[config.mk]
export PLATFORM = sky130hd
export DESIGN_NAME = countdown_timer
export DESIGN_NICKNAME = d
export VERILOG_FILES = /design/src/rtl/countdown_timer.sv
export SDC_FILE = /design/constraint.sdc
export NUM_CORES = 1
export LEC_CHECK = 0
export ABC_AREA = 0
export CAP_MARGIN = 10
export CELL_PAD_IN_SITES_DETAIL_PLACEMENT = 1
export CELL_PAD_IN_SITES_GLOBAL_PLACEMENT = 1
export CORE_MARGIN = 1
export CORE_UTILIZATION = 35
export CTS_CLUSTER_DIAMETER = 30
export DETAILED_ROUTE_END_ITERATION = 16
export HOLD_SLACK_MARGIN = 0.15
export PLACE_DENSITY_LB_ADDON = 0.05
export SLEW_MARGIN = 40
export SYNTH_ARGS = -nofsm -noshare
export SYNTH_HDL_FRONTEND = slang
export SYNTH_SLANG_ARGS = --single-unit
[constraint.sdc]
create_clock -name clk -period 2.5 [get_ports clk]
set_clock_uncertainty 0.05 [all_clocks]
set_input_delay 0.25 -clock clk [delete_from_list [all_inputs] [get_ports clk]]
set_output_delay 0.25 -clock clk [all_outputs]
set_load 0.005 [all_outputs]
[src/rtl/countdown_timer.sv]
// Loadable down-counter with terminal-count pulse, one-shot (DONE) and auto-reload modes.
// All outputs come straight from registers; busy/done are decoded from the state register.
module countdown_timer #(
  parameter int WIDTH = 4
) (
  input  logic             clk,
  input  logic             rst,
  input  logic             clr,
  input  logic             load,
  input  logic [WIDTH-1:0] load_val,
  input  logic             en,
  input  logic             auto_reload,
  output logic [WIDTH-1:0] count,
  output logic             busy,
  output logic             tc,
  output logic             done
);

  typedef enum logic [1:0] {
    IDLE = 2'd0,
    RUN  = 2'd1,
    DONE = 2'd2
  } state_t;

  state_t           state_q, state_d;
  logic [WIDTH-1:0] count_q, count_d;
  logic [WIDTH-1:0] reload_q, reload_d;
  logic             tc_q, tc_d;

  always_ff @(posedge clk) begin
    if (rst) begin
      state_q  <= IDLE;
      count_q  <= '0;
      reload_q <= '0;
      tc_q     <= 1'b0;
    end else begin
      state_q  <= state_d;
      count_q  <= count_d;
      reload_q <= reload_d;
      tc_q     <= tc_d;
    end
  end

  // clr beats load beats en; tc defaults low so it can only be a single-edge pulse.
  always_comb begin
    state_d  = state_q;
    count_d  = count_q;
    reload_d = reload_q;
    tc_d     = 1'b0;
    if (clr) begin
      state_d = IDLE;
      count_d = '0;
    end else if (load) begin
      state_d  = RUN;
      count_d  = load_val;
      reload_d = load_val;
    end else begin
      case (state_q)
        RUN: begin
          if (en) begin
            if (count_q != '0) begin
              count_d = count_q - 1'b1;
            end else begin
              tc_d = 1'b1;
              if (auto_reload) begin
                count_d = reload_q;
              end else begin
                state_d = DONE;
                count_d = '0;
              end
            end
          end
        end
        default: count_d = '0;
      endcase
    end
  end

  assign count = count_q;
  assign tc    = tc_q;
  assign busy  = (state_q == RUN);
  assign done  = (state_q == DONE);

endmodule

* Word level (Yosys, flattened, before mapping)
Index checks and enable logic that the tools add are counted.
Word-level totals: flip-flop bits (word level) 11, output and inout port bits 7
Cells by class: reductions and logical operators 9, muxes and demuxes 11, $add $sub $neg 1, bitwise operators 5, equality and inequality tests 5
Operators with widths (number):
- $mux W4 | 5
- $reduce_and A4 Y1 | 2
- $mux W1 | 6
- $not A1 Y1 | 5
- $reduce_or A5 Y1 | 1
- $ne A2 B2 Y1 const B | 2
- $reduce_bool A2 Y1 | 2
- $reduce_bool A4 Y1 | 1
- $sub A4 B1 Y4 const B | 1
- $ne A3 B3 Y1 const B | 1
- $reduce_or A3 Y1 | 1
- $eq A2 B1 Y1 const B | 1
- $eq A2 B2 Y1 const B | 1
- $reduce_and A2 Y1 | 1
- $reduce_or A2 Y1 | 1

* Longest topological paths before layout
Gate-level depths: netlist (run 1).
depth in word-level cells 5, gate-level depth with buffers 6, depth with buffers taken out 6

* Worst setup path before layout (run 1)
No wires, ideal clock.
path type register to register, start reg count_q[0], in the netlist count[0], end reg count_q[3], in the netlist count[3], stages on the path, launching flop included 7, period minus slack after synthesis 1.506 ns, setup slack 0.994 ns, data required time 2.332 ns, setup time 0.118 ns, arrival time 1.339 ns, cells stage by stage dfxtp_1 -> inv_1 -> ha_1 -> nor3b_2 -> a21boi_0 -> o211ai_2 -> o2111a_1
Between the ends: word-level cells in the longest chain between the ends 5, elaborated cells between the ends (all ways) 6, those cells by class 1 x add/sub; 4 x mux; 1 x reduce/logical
RTL lines:
- from (decl) | RTL line 26 | logic [WIDTH-1:0] count_q, count_d;
- from (signal assigned) | RTL line 38 | count_q <= count_d;
- $sub A4 B1 Y4 or $reduce_bool A4 Y1 (tied branches) | RTL line 62, 61
- $mux W4 (*) | RTL line 61 | if (count_q != '0) begin
- $mux W4 (*) | RTL line 60 | if (en) begin
- $mux W4 (*) | RTL line 58 | case (state_q)
- $mux W4 (*) | RTL line 53 | end else if (load) begin
Every way passes the cells marked *; elsewhere a longest branch is shown, timed or not. The select of a mux whose other input is x is not followed. A chain may end at the register's enable or synchronous reset.

* Final worst setup path (run 1)
Ends and elaborated chain as after synthesis.

==> run metrics, run 1 <==
Area contributors post-synth dfxtp_1 (37%), mux2i_1 (6.8%), nor2_1 (5.1%); GRT Overall Usage 0.185; DP Wirelength 1.21 mm; largest family of logic cells by synthesized area simple AND/OR/NAND/NOR gates; vias in the first global route 571; clk sinks 11; commonest cells in the netlist dfxtp_1 (11), nor2_1 (8), nand2_1 (7); post-layout net count 100; Routed WL 1.54 mm; worst min path class register to register; Final Max Slew Viols 0; PnR Total Power 380 uW; # IOs 17; top cell type by total area after synthesis dfxtp_1; drt drc 0; Seq cells post-synth 11; H-Tree Depth 1; RSZ-0062 raised after global routing no; DR pass1 iterations 5; Register Area 220 um^2; FMAX 0.568 GHz; static leakage 0.321 nW; WL/cell 14.9 um; cell area after synthesis 593 um^2; Worst slew margin 0.681; CTS-repair resized insts 0; Simple-Gate Fraction of Synth Area 0.243; status completed; Core Footprint 1540 um^2; DR vias/cell 5.48; Clock Latency Late Sink 0.27 ns; Yosys cell types 29; Worst Tran Pin Value 0.476 ns; Avg Inst Size Synth 8.72 um^2; CP arrival 1.88 ns; period utilization 0.704; initial antenna violation count 0; Filler cells 195; Die Wd 43.2 um; Max-Cap Viols 0; Setup TNS Final 0 ns; crit path launch type register; Syn Inst Count 68; CTS Buf Count 3; Post CTS Setup Buffer Count 0; diodes inserted 0; largest net degree at the start of global routing 9; Die H 43.2 um; total die area 1860 um^2; count leader, synth dfxtp_1; CTS tree yes; first-pass GRT wire length 2.55 mm; Synth Area in Adders 0.0422; share of layout cells above drive strength 1 0.0920; critical path class register to register; Initial DRC Count 3; sequential fraction of the synthesis area 0.371; hold_ws 0.445 ns; predominant post-synthesis flop cell dfxtp_1; Post-CTS Hold Buffers 0; Routed Antenna Nets 0; Initial Util 0.385; ys async rst share 0; area share of the largest cell type after synthesis 0.371; Synth Warn # 0; Period minus WS final 1.76 ns; multi-input combinational cell area 339 um^2; total number of vias 564; Cell Rows 14; CP endpoint kind register; I/O Buffers 16; mux cell area share after synthesis 0.0675; Area Overhead vs Synth 32.9%; VDD IR max 335 uV; syn nets 80; total global routing overflow 0; Crit path required time 2.62 ns; EDFF count, synth 0; xor/xnor share of the synthesized area 0; Clock Path Buffers 2; clock-pin slew reported for the worst setup and hold paths after clock tree synthesis 0.08 ns; Final Wtd Congestion 0.763; root buffer cell clkbuf_4; Power Dens Cells 483 nW/um^2; critical path peak fanout 6; final hold violation count 0; final setup violating endpoints 0; Synth Area in Compound Gates 0.219
-- metal layers --
metal | vias up | routed length (um) | share of wire | track usage
li1 | 282 | - | - | -
met1 | 257 | 733 | 0.48 | 0.238
met2 | 21 | 721 | 0.47 | 0.304
met3 | 4 | 61 | 0.040 | 0.0298
met4 | 0 | 19 | 0.012 | 0.0727
met5 | - | 0 | 0 | 0
-- registers in the layout, summed over array words and instances (netlist names) --
register	flops
count	4
reload_q	4
state_q	2
tc	1
-- final cells by class --
type | instances | share of cell area
Timing Repair Buffer | 16 | 0.203
Clock buffer | 4 | 0.0333
Multi-Input combinational cell | 50 | 0.430
Sequential cell | 11 | 0.279
Inverter | 6 | 0.0286
Tap cell | 16 | 0.0254
-- report_power, final --
part / total (mW) / switching [mW] / internal, mW
Combinational: 0.0672 / 0.0326 / 0.0346
Clock: 0.126 / 0.0647 / 0.0617
Sequential: 0.187 / 0.00539 / 0.182
-- per-stage QoR --
step           cells  utilization  setup slack [ns]  area (um^2)
2_1_floorplan     68            -             0.994          593
4_1_cts          103        0.511             0.739          788
5_1_grt          103        0.511             0.617          788
6_report         103        0.511             0.740          788
3_3_place_gp      99        0.494             0.743          762
3_5_place_dp      99        0.494             0.691          762
-- layout by cell type, fill, tap and decap left out, drive strengths merged --
cell type       n
nor4            1
nand3           1
a32o            1
mux2i           4
o2111a          1
nor3b           2
o21a            1
dfxtp          11
inv             6
o41ai           1
o21ai           4
clkdlybuf4s50  16
ha              2
o211ai          2
o31ai           2
nand4           1
and3            2
nor2b           2
a21boi          1
clkbuf          4
o211a           1
nor2            9
nand2           7
nand3b          1
a21oi           4
-- kinds of logic (layout without fill, tap and decap cells) --
group                    after synthesis  count (layout)
AO/OA/AOI/OAI                         18              18
adder cells (fa/ha/maj)                2               2
flip-flops                            11              11
multiplexers                           4               4
AND/OR/NAND/NOR                       26              26
buffers and inverters                  7              26
-- worst max-delay path: stages (launching register included) --
cell and delay (ns):
dfxtp_1 0.35, inv_1 0.12, ha_1 0.22, nor3b_2 0.35, a21boi_0 0.30, o211ai_2 0.12, o2111a_1 0.14
-- path summary, 6_finish.rpt --
path / start / to / slack (ns) / cells past startpoint
min: state_q[0] / state_q[0] / 0.45 / 2
min reg2reg: state_q[0] / state_q[0] / 0.45 / 2
max: count[0] / count[3] / 0.74 / 6
max reg2reg: count[0] / count[3] / 0.74 / 6
(Power assumes the default switching activity.)
==> run 2, diff against run 1 <==
--- a/config.mk
+++ b/config.mk
@@ -10,7 +10,7 @@
 export CELL_PAD_IN_SITES_DETAIL_PLACEMENT = 1
 export CELL_PAD_IN_SITES_GLOBAL_PLACEMENT = 1
 export CORE_MARGIN = 1
-export CORE_UTILIZATION = 35
+export CORE_UTILIZATION = 29
 export CTS_CLUSTER_DIAMETER = 30
 export DETAILED_ROUTE_END_ITERATION = 16
 export HOLD_SLACK_MARGIN = 0.15
==> constraint.sdc (replaced) <==
create_clock -name clk -period 1.56 [get_ports clk]
set_clock_uncertainty 0.05 [all_clocks]
set_input_delay 0.156 -clock clk [delete_from_list [all_inputs] [get_ports clk]]
set_output_delay 0.156 -clock clk [all_outputs]
set_load 0.005 [all_outputs]
==> run metrics, run 2 (synthesis gave the netlist of run 1 again) <==
diodes inserted 0; post-layout net count 115; vias in the first global route 612; PnR Total Power 654 uW; multi-input combinational cell area 393 um^2; Area Overhead vs Synth 65.2%; critical path class register to output pin; drt drc 0; CTS tree yes; CTS Buf Count 3; clk sinks 11; WL/cell 13.0 um; Max-Cap Viols 0; CP endpoint kind output pin; final hold violation count 0; CP startpoint state_q[0]; worst min path class input pin to register; Final Max Slew Viols 0; Final Wtd Congestion 0.718; design area 980 um^2; initial antenna violation count 0; VDD IR max 374 uV; share of layout cells above drive strength 1 0.363; Post-CTS Hold Buffers 0; largest net degree at the start of global routing 8; Crit path required time 1.35 ns; FMAX 0.667 GHz; total die area 2230 um^2; I/O Buffers 16; Setup TNS Final 0 ns; Period minus WS final 1.50 ns; clock-pin slew reported for the worst setup and hold paths after clock tree synthesis 0.07 ns; Clock Latency Late Sink 0.28 ns; status completed; most frequent cells in the layout clkdlybuf4s50_1 (15), buf_4 (14), nand2_1 (7), nor2_1 (7), dfxtp_1 (7); worst reg2reg path startpoint count[1]; Core Footprint 1820 um^2; Clock Path Buffers 2; Routed Antenna Nets 0; CP arrival 1.29 ns; first-pass GRT wire length 2.75 mm; H-Tree Depth 1; Filler cells 221; static leakage 0.417 nW; Die Wd 47.2 um; total number of vias 620; dpl cell area 878 um^2; GRT Overall Usage 0.183; DP Wirelength 1.34 mm; final setup violating endpoints 0; period utilization 0.961; Power Dens Cells 668 nW/um^2; Routed WL 1.65 mm; critical path peak fanout 4; Worst slew margin 0.798; hold_sp load_val[0]; total global routing overflow 0; Cell Rows 15; # IOs 17; root buffer cell clkbuf_4; Register Area 228 um^2; Worst Tran Pin Value 0.299 ns; DR pass1 iterations 2; Initial Util 0.326; most common cell after layout, fill and taps aside clkdlybuf4s50_1; DR vias/cell 4.88; Initial DRC Count 7; Die H 47.2 um; crit path launch type register
run 2: what timing repair did:
item	CTS	global route
gates resized for setup	8	13
setup endpoints to repair	3	8
setup buffers	0	1
pin swaps	2	5
run 2: worst max-delay path: stages, from the launching register on:
cell and delay (ns):
dfxtp_2 0.36, nor2b_4 0.15, clkdlybuf4s50_1 0.50
run 2: layer usage:
layer,track usage,part of all wire,wire (um)
met1,0.233,0.48,787
met2,0.296,0.48,791
met3,0.0346,0.024,40
met4,0.0857,0.016,27
met5,0,0,0
run 2: path summary, 6_finish.rpt:
path                                   end  slack (ns)  cells past startpoint
worst min-delay path              count[0]        0.42                      3
worst min register to register  state_q[0]        0.44                      2
worst max-delay path                  busy        0.06                      2
worst max register to register    count[0]        0.09                      7
run 2: layout make-up:
class	count	share of cell area
multi-input combinational	50	0.401
inverter	6	0.0230
tap	25	0.0319
sequential	11	0.232
timing repair buffer	31	0.285
clock buffer	4	0.0268
run 2: per-stage QoR:
step | hold WS (ns) | util | std cells | worst slack [ns]
after global routing | 0.448 | 0.538 | 127 | -0.00338
final | 0.425 | 0.538 | 127 | 0.0603
after floorplan | 0.178 | - | 68 | 0.0537
after CTS | 0.415 | 0.509 | 126 | 0.0142
after detailed placement | 0.430 | 0.482 | 122 | -0.0793
after global placement | 0.425 | 0.482 | 122 | -0.0179
run 2: report_power, final:
part | switching, mW | internal, mW | leakage, nW
Combinational | 0.0638 | 0.0879 | 0.311
Clock | 0.104 | 0.0993 | 0.0150
Sequential | 0.00881 | 0.290 | 0.0917
